`src/rtl/vga_timing_pkg.sv`:
```
// 640x480@60 timing defaults, derived sync window helpers and the 12-bit colour type
// shared by the VGA scan controller and its pixel-clock divider.
`timescale 1ns/1ps
package vga_timing_pkg;

  localparam int DEF_CLK_DIV  = 2;
  localparam int DEF_H_ACTIVE = 640;
  localparam int DEF_H_FP     = 16;
  localparam int DEF_H_SYNC   = 96;
  localparam int DEF_H_BP     = 48;
  localparam int DEF_V_ACTIVE = 480;
  localparam int DEF_V_FP     = 10;
  localparam int DEF_V_SYNC   = 2;
  localparam int DEF_V_BP     = 33;
  localparam bit DEF_SYNC_POL = 1'b0;

  localparam int DEF_H_TOTAL      = DEF_H_ACTIVE + DEF_H_FP + DEF_H_SYNC + DEF_H_BP;
  localparam int DEF_V_TOTAL      = DEF_V_ACTIVE + DEF_V_FP + DEF_V_SYNC + DEF_V_BP;
  localparam int DEF_H_SYNC_START = DEF_H_ACTIVE + DEF_H_FP;
  localparam int DEF_H_SYNC_END   = DEF_H_SYNC_START + DEF_H_SYNC;
  localparam int DEF_V_SYNC_START = DEF_V_ACTIVE + DEF_V_FP;
  localparam int DEF_V_SYNC_END   = DEF_V_SYNC_START + DEF_V_SYNC;

  localparam int CNT_W = 10;

  typedef logic [11:0] rgb_t;

  function automatic logic [3:0] red_of(input rgb_t c);
    return c[11:8];
  endfunction

  function automatic logic [3:0] green_of(input rgb_t c);
    return c[7:4];
  endfunction

  function automatic logic [3:0] blue_of(input rgb_t c);
    return c[3:0];
  endfunction

  // True while a scan counter sits inside [start, end) of a sync pulse.
  function automatic logic in_window(input logic [CNT_W-1:0] cnt,
                                     input logic [CNT_W-1:0] first,
                                     input logic [CNT_W-1:0] last_excl);
    return (cnt >= first) && (cnt < last_excl);
  endfunction

endpackage

```
`src/rtl/pixel_clk_en.sv`:
```
// Divides the system clock by CLK_DIV into a one-clock pixel strobe; the strobe is
// registered so it is guaranteed low while reset is held.
`timescale 1ns/1ps
module pixel_clk_en #(
  parameter int CLK_DIV = 2
) (
  input  logic clk,
  input  logic rst_n,
  output logic pix_en
);

  localparam int DW = (CLK_DIV > 1) ? $clog2(CLK_DIV) : 1;
  localparam logic [DW-1:0] LAST = DW'(CLK_DIV - 1);

  logic [DW-1:0] div;
  logic [DW-1:0] div_next;

  always_comb begin
    div_next = (div == LAST) ? '0 : div + DW'(1);
  end

  // pix_en is high exactly in the clock where div holds its terminal value.
  always_ff @(posedge clk or negedge rst_n) begin
    if (!rst_n) begin
      div    <= '0;
      pix_en <= 1'b0;
    end else begin
      div    <= div_next;
      pix_en <= (div_next == LAST);
    end
  end

endmodule

```
`src/rtl/vga_scan_controller.sv`:
```
// VGA scan sequencer: pixel strobe, h/v scan counters, coordinate publication and a
// registered colour/sync output stage that keeps RGB, HS and VS mutually aligned.
`timescale 1ns/1ps
module vga_scan_controller
  import vga_timing_pkg::*;
#(
  parameter int CLK_DIV  = DEF_CLK_DIV,
  parameter int H_ACTIVE = DEF_H_ACTIVE,
  parameter int H_FP     = DEF_H_FP,
  parameter int H_SYNC   = DEF_H_SYNC,
  parameter int H_BP     = DEF_H_BP,
  parameter int V_ACTIVE = DEF_V_ACTIVE,
  parameter int V_FP     = DEF_V_FP,
  parameter int V_SYNC   = DEF_V_SYNC,
  parameter int V_BP     = DEF_V_BP,
  parameter bit SYNC_POL = DEF_SYNC_POL
) (
  input  logic        MAX10_CLK1_50,
  input  logic        KEY0,
  input  logic [11:0] rgb_in,
  output logic [9:0]  pixel_x,
  output logic [9:0]  pixel_y,
  output logic        pix_en,
  output logic        pix_active,
  output logic        frame_start,
  output logic        vblank,
  output logic [3:0]  VGA_R,
  output logic [3:0]  VGA_G,
  output logic [3:0]  VGA_B,
  output logic        VGA_HS,
  output logic        VGA_VS
);

  localparam int H_TOTAL = H_ACTIVE + H_FP + H_SYNC + H_BP;
  localparam int V_TOTAL = V_ACTIVE + V_FP + V_SYNC + V_BP;

  localparam logic [CNT_W-1:0] H_LAST     = CNT_W'(H_TOTAL - 1);
  localparam logic [CNT_W-1:0] V_LAST     = CNT_W'(V_TOTAL - 1);
  localparam logic [CNT_W-1:0] H_ACT      = CNT_W'(H_ACTIVE);
  localparam logic [CNT_W-1:0] V_ACT      = CNT_W'(V_ACTIVE);
  localparam logic [CNT_W-1:0] H_SYNC_BEG = CNT_W'(H_ACTIVE + H_FP);
  localparam logic [CNT_W-1:0] H_SYNC_FIN = CNT_W'(H_ACTIVE + H_FP + H_SYNC);
  localparam logic [CNT_W-1:0] V_SYNC_BEG = CNT_W'(V_ACTIVE + V_FP);
  localparam logic [CNT_W-1:0] V_SYNC_FIN = CNT_W'(V_ACTIVE + V_FP + V_SYNC);

  logic [CNT_W-1:0] h_cnt;
  logic [CNT_W-1:0] v_cnt;
  rgb_t             rgb_q;

  pixel_clk_en #(
    .CLK_DIV (CLK_DIV)
  ) u_pixel_clk_en (
    .clk    (MAX10_CLK1_50),
    .rst_n  (KEY0),
    .pix_en (pix_en)
  );

  // A line wrap and a frame wrap on the same strobe collapse into one update.
  always_ff @(posedge MAX10_CLK1_50 or negedge KEY0) begin
    if (!KEY0) begin
      h_cnt <= '0;
      v_cnt <= '0;
    end else if (pix_en) begin
      if (h_cnt == H_LAST) begin
        h_cnt <= '0;
        v_cnt <= (v_cnt == V_LAST) ? '0 : v_cnt + CNT_W'(1);
      end else begin
        h_cnt <= h_cnt + CNT_W'(1);
      end
    end
  end

  assign pixel_x    = h_cnt;
  assign pixel_y    = v_cnt;
  assign pix_active = (h_cnt < H_ACT) && (v_cnt < V_ACT);
  assign vblank     = (v_cnt >= V_ACT);

  // Sampling on the strobe that ends the pixel gives a one-pixel colour latency, and
  // decoding sync from the same counts keeps HS/VS aligned with that delayed colour.
  always_ff @(posedge MAX10_CLK1_50 or negedge KEY0) begin
    if (!KEY0) begin
      rgb_q       <= '0;
      VGA_HS      <= ~SYNC_POL;
      VGA_VS      <= ~SYNC_POL;
      frame_start <= 1'b0;
    end else begin
      frame_start <= pix_en && (h_cnt == H_LAST) && (v_cnt == V_LAST);
      if (pix_en) begin
        rgb_q  <= pix_active ? rgb_t'(rgb_in) : '0;
        VGA_HS <= in_window(h_cnt, H_SYNC_BEG, H_SYNC_FIN) ? SYNC_POL : ~SYNC_POL;
        VGA_VS <= in_window(v_cnt, V_SYNC_BEG, V_SYNC_FIN) ? SYNC_POL : ~SYNC_POL;
      end
    end
  end

  assign VGA_R = red_of(rgb_q);
  assign VGA_G = green_of(rgb_q);
  assign VGA_B = blue_of(rgb_q);

endmodule

```
`config.mk`:
```
export PLATFORM = sky130hd
export DESIGN_NAME = vga_scan_controller
export DESIGN_NICKNAME = d
export VERILOG_FILES = /design/src/rtl/vga_timing_pkg.sv /design/src/rtl/pixel_clk_en.sv /design/src/rtl/vga_scan_controller.sv
export SDC_FILE = /design/constraint.sdc
export NUM_CORES = 1
export LEC_CHECK = 0
export ABC_AREA = 1
export BUFFER_PORTS_ARGS = -buffer_cell sky130_fd_sc_hd__clkbuf_2
export CORE_ASPECT_RATIO = 1.5
export CORE_MARGIN = 8
export CORE_UTILIZATION = 46
export CTS_BUF_LIST = sky130_fd_sc_hd__clkbuf_16
export CTS_CLUSTER_SIZE = 25
export DETAILED_ROUTE_END_ITERATION = 6
export HOLD_SLACK_MARGIN = 0.15
export PLACE_DENSITY = 0.74
export RECOVER_POWER = 50
export REMOVE_ABC_BUFFERS = 1
export SETUP_SLACK_MARGIN = 0.1
export SLEW_MARGIN = 10
export SYNTH_ARGS = -nofsm -noshare
export SYNTH_HDL_FRONTEND = slang
export SYNTH_SLANG_ARGS = --single-unit
```
`constraint.sdc`:
```
create_clock -name MAX10_CLK1_50 -period 1.4 [get_ports MAX10_CLK1_50]
set_clock_uncertainty 0.1 [all_clocks]
set_input_delay 0.07 -clock MAX10_CLK1_50 [delete_from_list [all_inputs] [get_ports MAX10_CLK1_50]]
set_output_delay 0.07 -clock MAX10_CLK1_50 [all_outputs]
set_load 0.01 [all_outputs]
```
==> metrics.csv <==
metric;value;unit
sequential share of the synthesized area;0.4865;
Slew Viols, Final;0;
Clock Pin Slew Worst Setup and Hold Paths;50;ps
clk root buf;clkbuf_16;
Startpoint Class;register;
hold depth;2;
Setup Viol. Count Final;13;
first-pass GRT wire length;9301;um
die footprint;6367;sq um
Final HPWL DP;3673;um
unrepaired setup endpoints after global routing;yes;
Setup WS pre-CTS;-55.77;ps
area growth from synthesis to layout;67.99;%
worst hold start;rgb_q[3];
CP arrival;1570;ps
CTS tree;done;
die height;93.81;um
vias per cell;5.023;
r2r startpoint;pixel_y[0];
Routed Antenna Nets;0;
# IOs;52;
Post-Syn Instances;236;
worst slew pin tran;882.0;ps
Final Hold Fails;0;
CP Max Fanout;2;
# diodes;0;
Final Worst Setup Slack;-84.92;ps
pwr dens;713.7;nW/um^2
register bit count reported by yosys;36;
Static Leak;1.590;nW
Mean Syn Cell Area;7.868;sq um
Synth warnings;0;
relative slew slack;0.4120;
Sink Count;36;
clock period minus worst slack;1485;ps
DR WL/cell;15.29;um
worst reg-to-reg path cell count;7;
total CTS buffers;5;
GRT overflow;0;
final period utilization;1.061;
H-tree Lvls;2;
antenna violations before repair;0;
run status;complete, but fails checks;
vias;2004;
Max VDD drop;0.0008145;V
Worst Hold End;rgb_q[3];
Final nets;371;
Cell Area, Synth;1857;sq um
FP Rows;28;
Total GRT Usage;0.1857;
core box area;3924;sq um
clock tree buffer depth;2;
Worst-Skew Late Latency;270;ps
reg2reg end;pixel_y[4];
Final TNS setup;-345.3;ps
Worst Setup End Kind;register;
Die Span X;67.88;um
failing checks;setup timing;
critical path class;register to register;
worst path required time;1490;ps
fraction of layout cells with a size suffix above 1;0.5113;
top achievable clock speed;0.6734;GHz
HP Class;register to register;
Initial DRT Pass Iterations;4;
vias in the first global route;2033;
largest net degree at the start of global routing;37;
gpl congestion;0.8120;
max cap viols;0;
Buffers on Ports;51;
Distinct cells, synth;27;
Initial Utilization;0.4732;
initial drt markers;115;
Routed WL;6100;um
# DRC;0;
R2R setup slack;-80;ps
==> synthesized netlist by cell type <==
| master | instances | area share |
|---|---|---|
| buf_6 | 1 | 0.0061 |
| nand2_2 | 1 | 0.0034 |
| o21ai_0 | 20 | 0.054 |
| nor2_2 | 4 | 0.013 |
| nor4_1 | 1 | 0.0034 |
| dfrtp_1 | 34 | 0.46 |
| mux2i_1 | 1 | 0.0054 |
| xnor2_1 | 1 | 0.0047 |
| xor2_1 | 4 | 0.019 |
| o21ai_1 | 3 | 0.0081 |
| ha_1 | 4 | 0.027 |
| nor2_1 | 19 | 0.038 |
| nor2_4 | 1 | 0.0061 |
| nand3b_1 | 1 | 0.0040 |
| buf_4 | 2 | 0.0081 |
| inv_1 | 31 | 0.063 |
| nand3_1 | 18 | 0.049 |
| dfstp_2 | 2 | 0.028 |
| clkbuf_1 | 1 | 0.0020 |
| inv_2 | 1 | 0.0020 |
| nand2_1 | 65 | 0.13 |
| buf_2 | 3 | 0.0081 |
| o21ai_2 | 2 | 0.0094 |
| nor3_1 | 7 | 0.019 |
| nand4_1 | 4 | 0.013 |
| a21oi_1 | 4 | 0.011 |
| nand3_2 | 1 | 0.0054 |
==> flip-flops by register name (all words and copies together), names as in the netlist <==
signal,count
VGA_VS,1
rgb_q,12
frame_start,1
pixel_y,10
pixel_x,10
VGA_HS,1
u_pixel_clk_en.pix_en,1
==> how the worst max path moves through the flow <==
stage	end	slack, ps	cells past startpoint	startpoint
final	pixel_y[4]	-80	7	pixel_y[0]
after detailed placement	pixel_y[0]	-60	7	pixel_y[0]
after CTS	pix_active	-100	7	pixel_y[6]
after global placement	pixel_y[0]	-10	7	pixel_y[1]
after floorplan	pixel_y[1]	-260	4	u_pixel_clk_en.pix_en
after global routing	pixel_y[4]	-150	7	pixel_y[0]
==> power breakdown <==
| group | leakage (nW) | internal (mW) | total, mW | switching [mW] |
|---|---|---|---|---|
| Clock | 0.0710 | 0.645 | 1.04 | 0.390 |
| Sequential | 0.450 | 1.06 | 1.07 | 0.0102 |
| Combinational | 1.07 | 0.0595 | 0.121 | 0.0615 |
==> per-layer routing <==
layer / vias to the layer above / global-route usage / part of all wire / routed length (um)
li1: 981 / - / - / -
met1: 956 / 0.2132 / 0.37 / 2279
met2: 53 / 0.3267 / 0.56 / 3417
met3: 14 / 0.02867 / 0.036 / 221
met4: 0 / 0.07719 / 0.030 / 182
met5: - / 0 / 0 / 0
==> stage by stage <==
step,std cells,cell area (sq um),hold slack (ps),util,total power [mW]
floorplan,229,1812,-325.6,-,1.108
global placement,357,2364,30.48,0.6024,1.168
detailed placement,357,2364,33.64,0.6024,1.170
CTS,392,2882,285.6,0.7344,2.236
global route,399,3119,416.9,0.7950,2.307
finish,399,3119,383.0,0.7950,2.226
==> what timing repair did <==
action,CTS,global route
pin swaps,23,27
setup endpoints to repair,31,34
gates resized for setup,58,63
hold buffers,13,0
endpoints found under the hold margin,48,0
buffers inserted,13,7
gates cloned,1,0
==> placed cells by master, fill, tap and decap left out, types with 2 or more instances in the layout <==
cell type / netlist / final
a21oi_1: 4 / 2
inv_2: 1 / 10
nand4_1: 4 / 4
inv_1: 31 / 21
nor2_2: 4 / 2
nor2_1: 19 / 12
clkbuf_16: 0 / 5
o21ai_1: 3 / 7
nand3_1: 18 / 13
clkinv_2: 0 / 2
ha_4: 0 / 2
clkbuf_2: 0 / 42
a21oi_2: 0 / 2
nand2_4: 0 / 4
dfrtp_1: 34 / 30
nand2_1: 65 / 48
xor2_1: 4 / 4
dlygate4sd3_1: 0 / 13
nor3_1: 7 / 4
nor3_2: 0 / 3
o21ai_2: 2 / 16
buf_4: 2 / 37
buf_6: 1 / 15
nand3_2: 1 / 5
o21ai_0: 20 / 2
clkbuf_1: 1 / 7
dfstp_2: 2 / 2
nand2_2: 1 / 14
dfrtp_2: 0 / 4
nor2_4: 1 / 11
==> cell families after synthesis <==
group	after synthesis	share of synthesized area
simple gates	122	0.2864
flops	36	0.4865
mux	1	0.005391
buf+inv	39	0.08894
xor+xnor	5	0.02358
compound gates	29	0.08221
fa+ha+maj	4	0.02696
==> worst max-delay path, stage by stage, from the launching register on <==
cell,delay [ps]
dfrtp_1,390
buf_4,140
buf_6,120
ha_4,160
buf_4,140
nand3_1,80
nand3_1,110
o21ai_1,180
==> cell type report <==
type | count | area [sq um]
multi-input cells | 162 | 1060
flip-flops and latches | 36 | 908.4
repair buffers | 116 | 833.3
fillers | 248 | 804.5
clock buffers | 5 | 125.1
inverters | 32 | 122.6
well taps | 45 | 56.30
clock inverters | 3 | 13.76
Power figures use the tool's default switching activity.
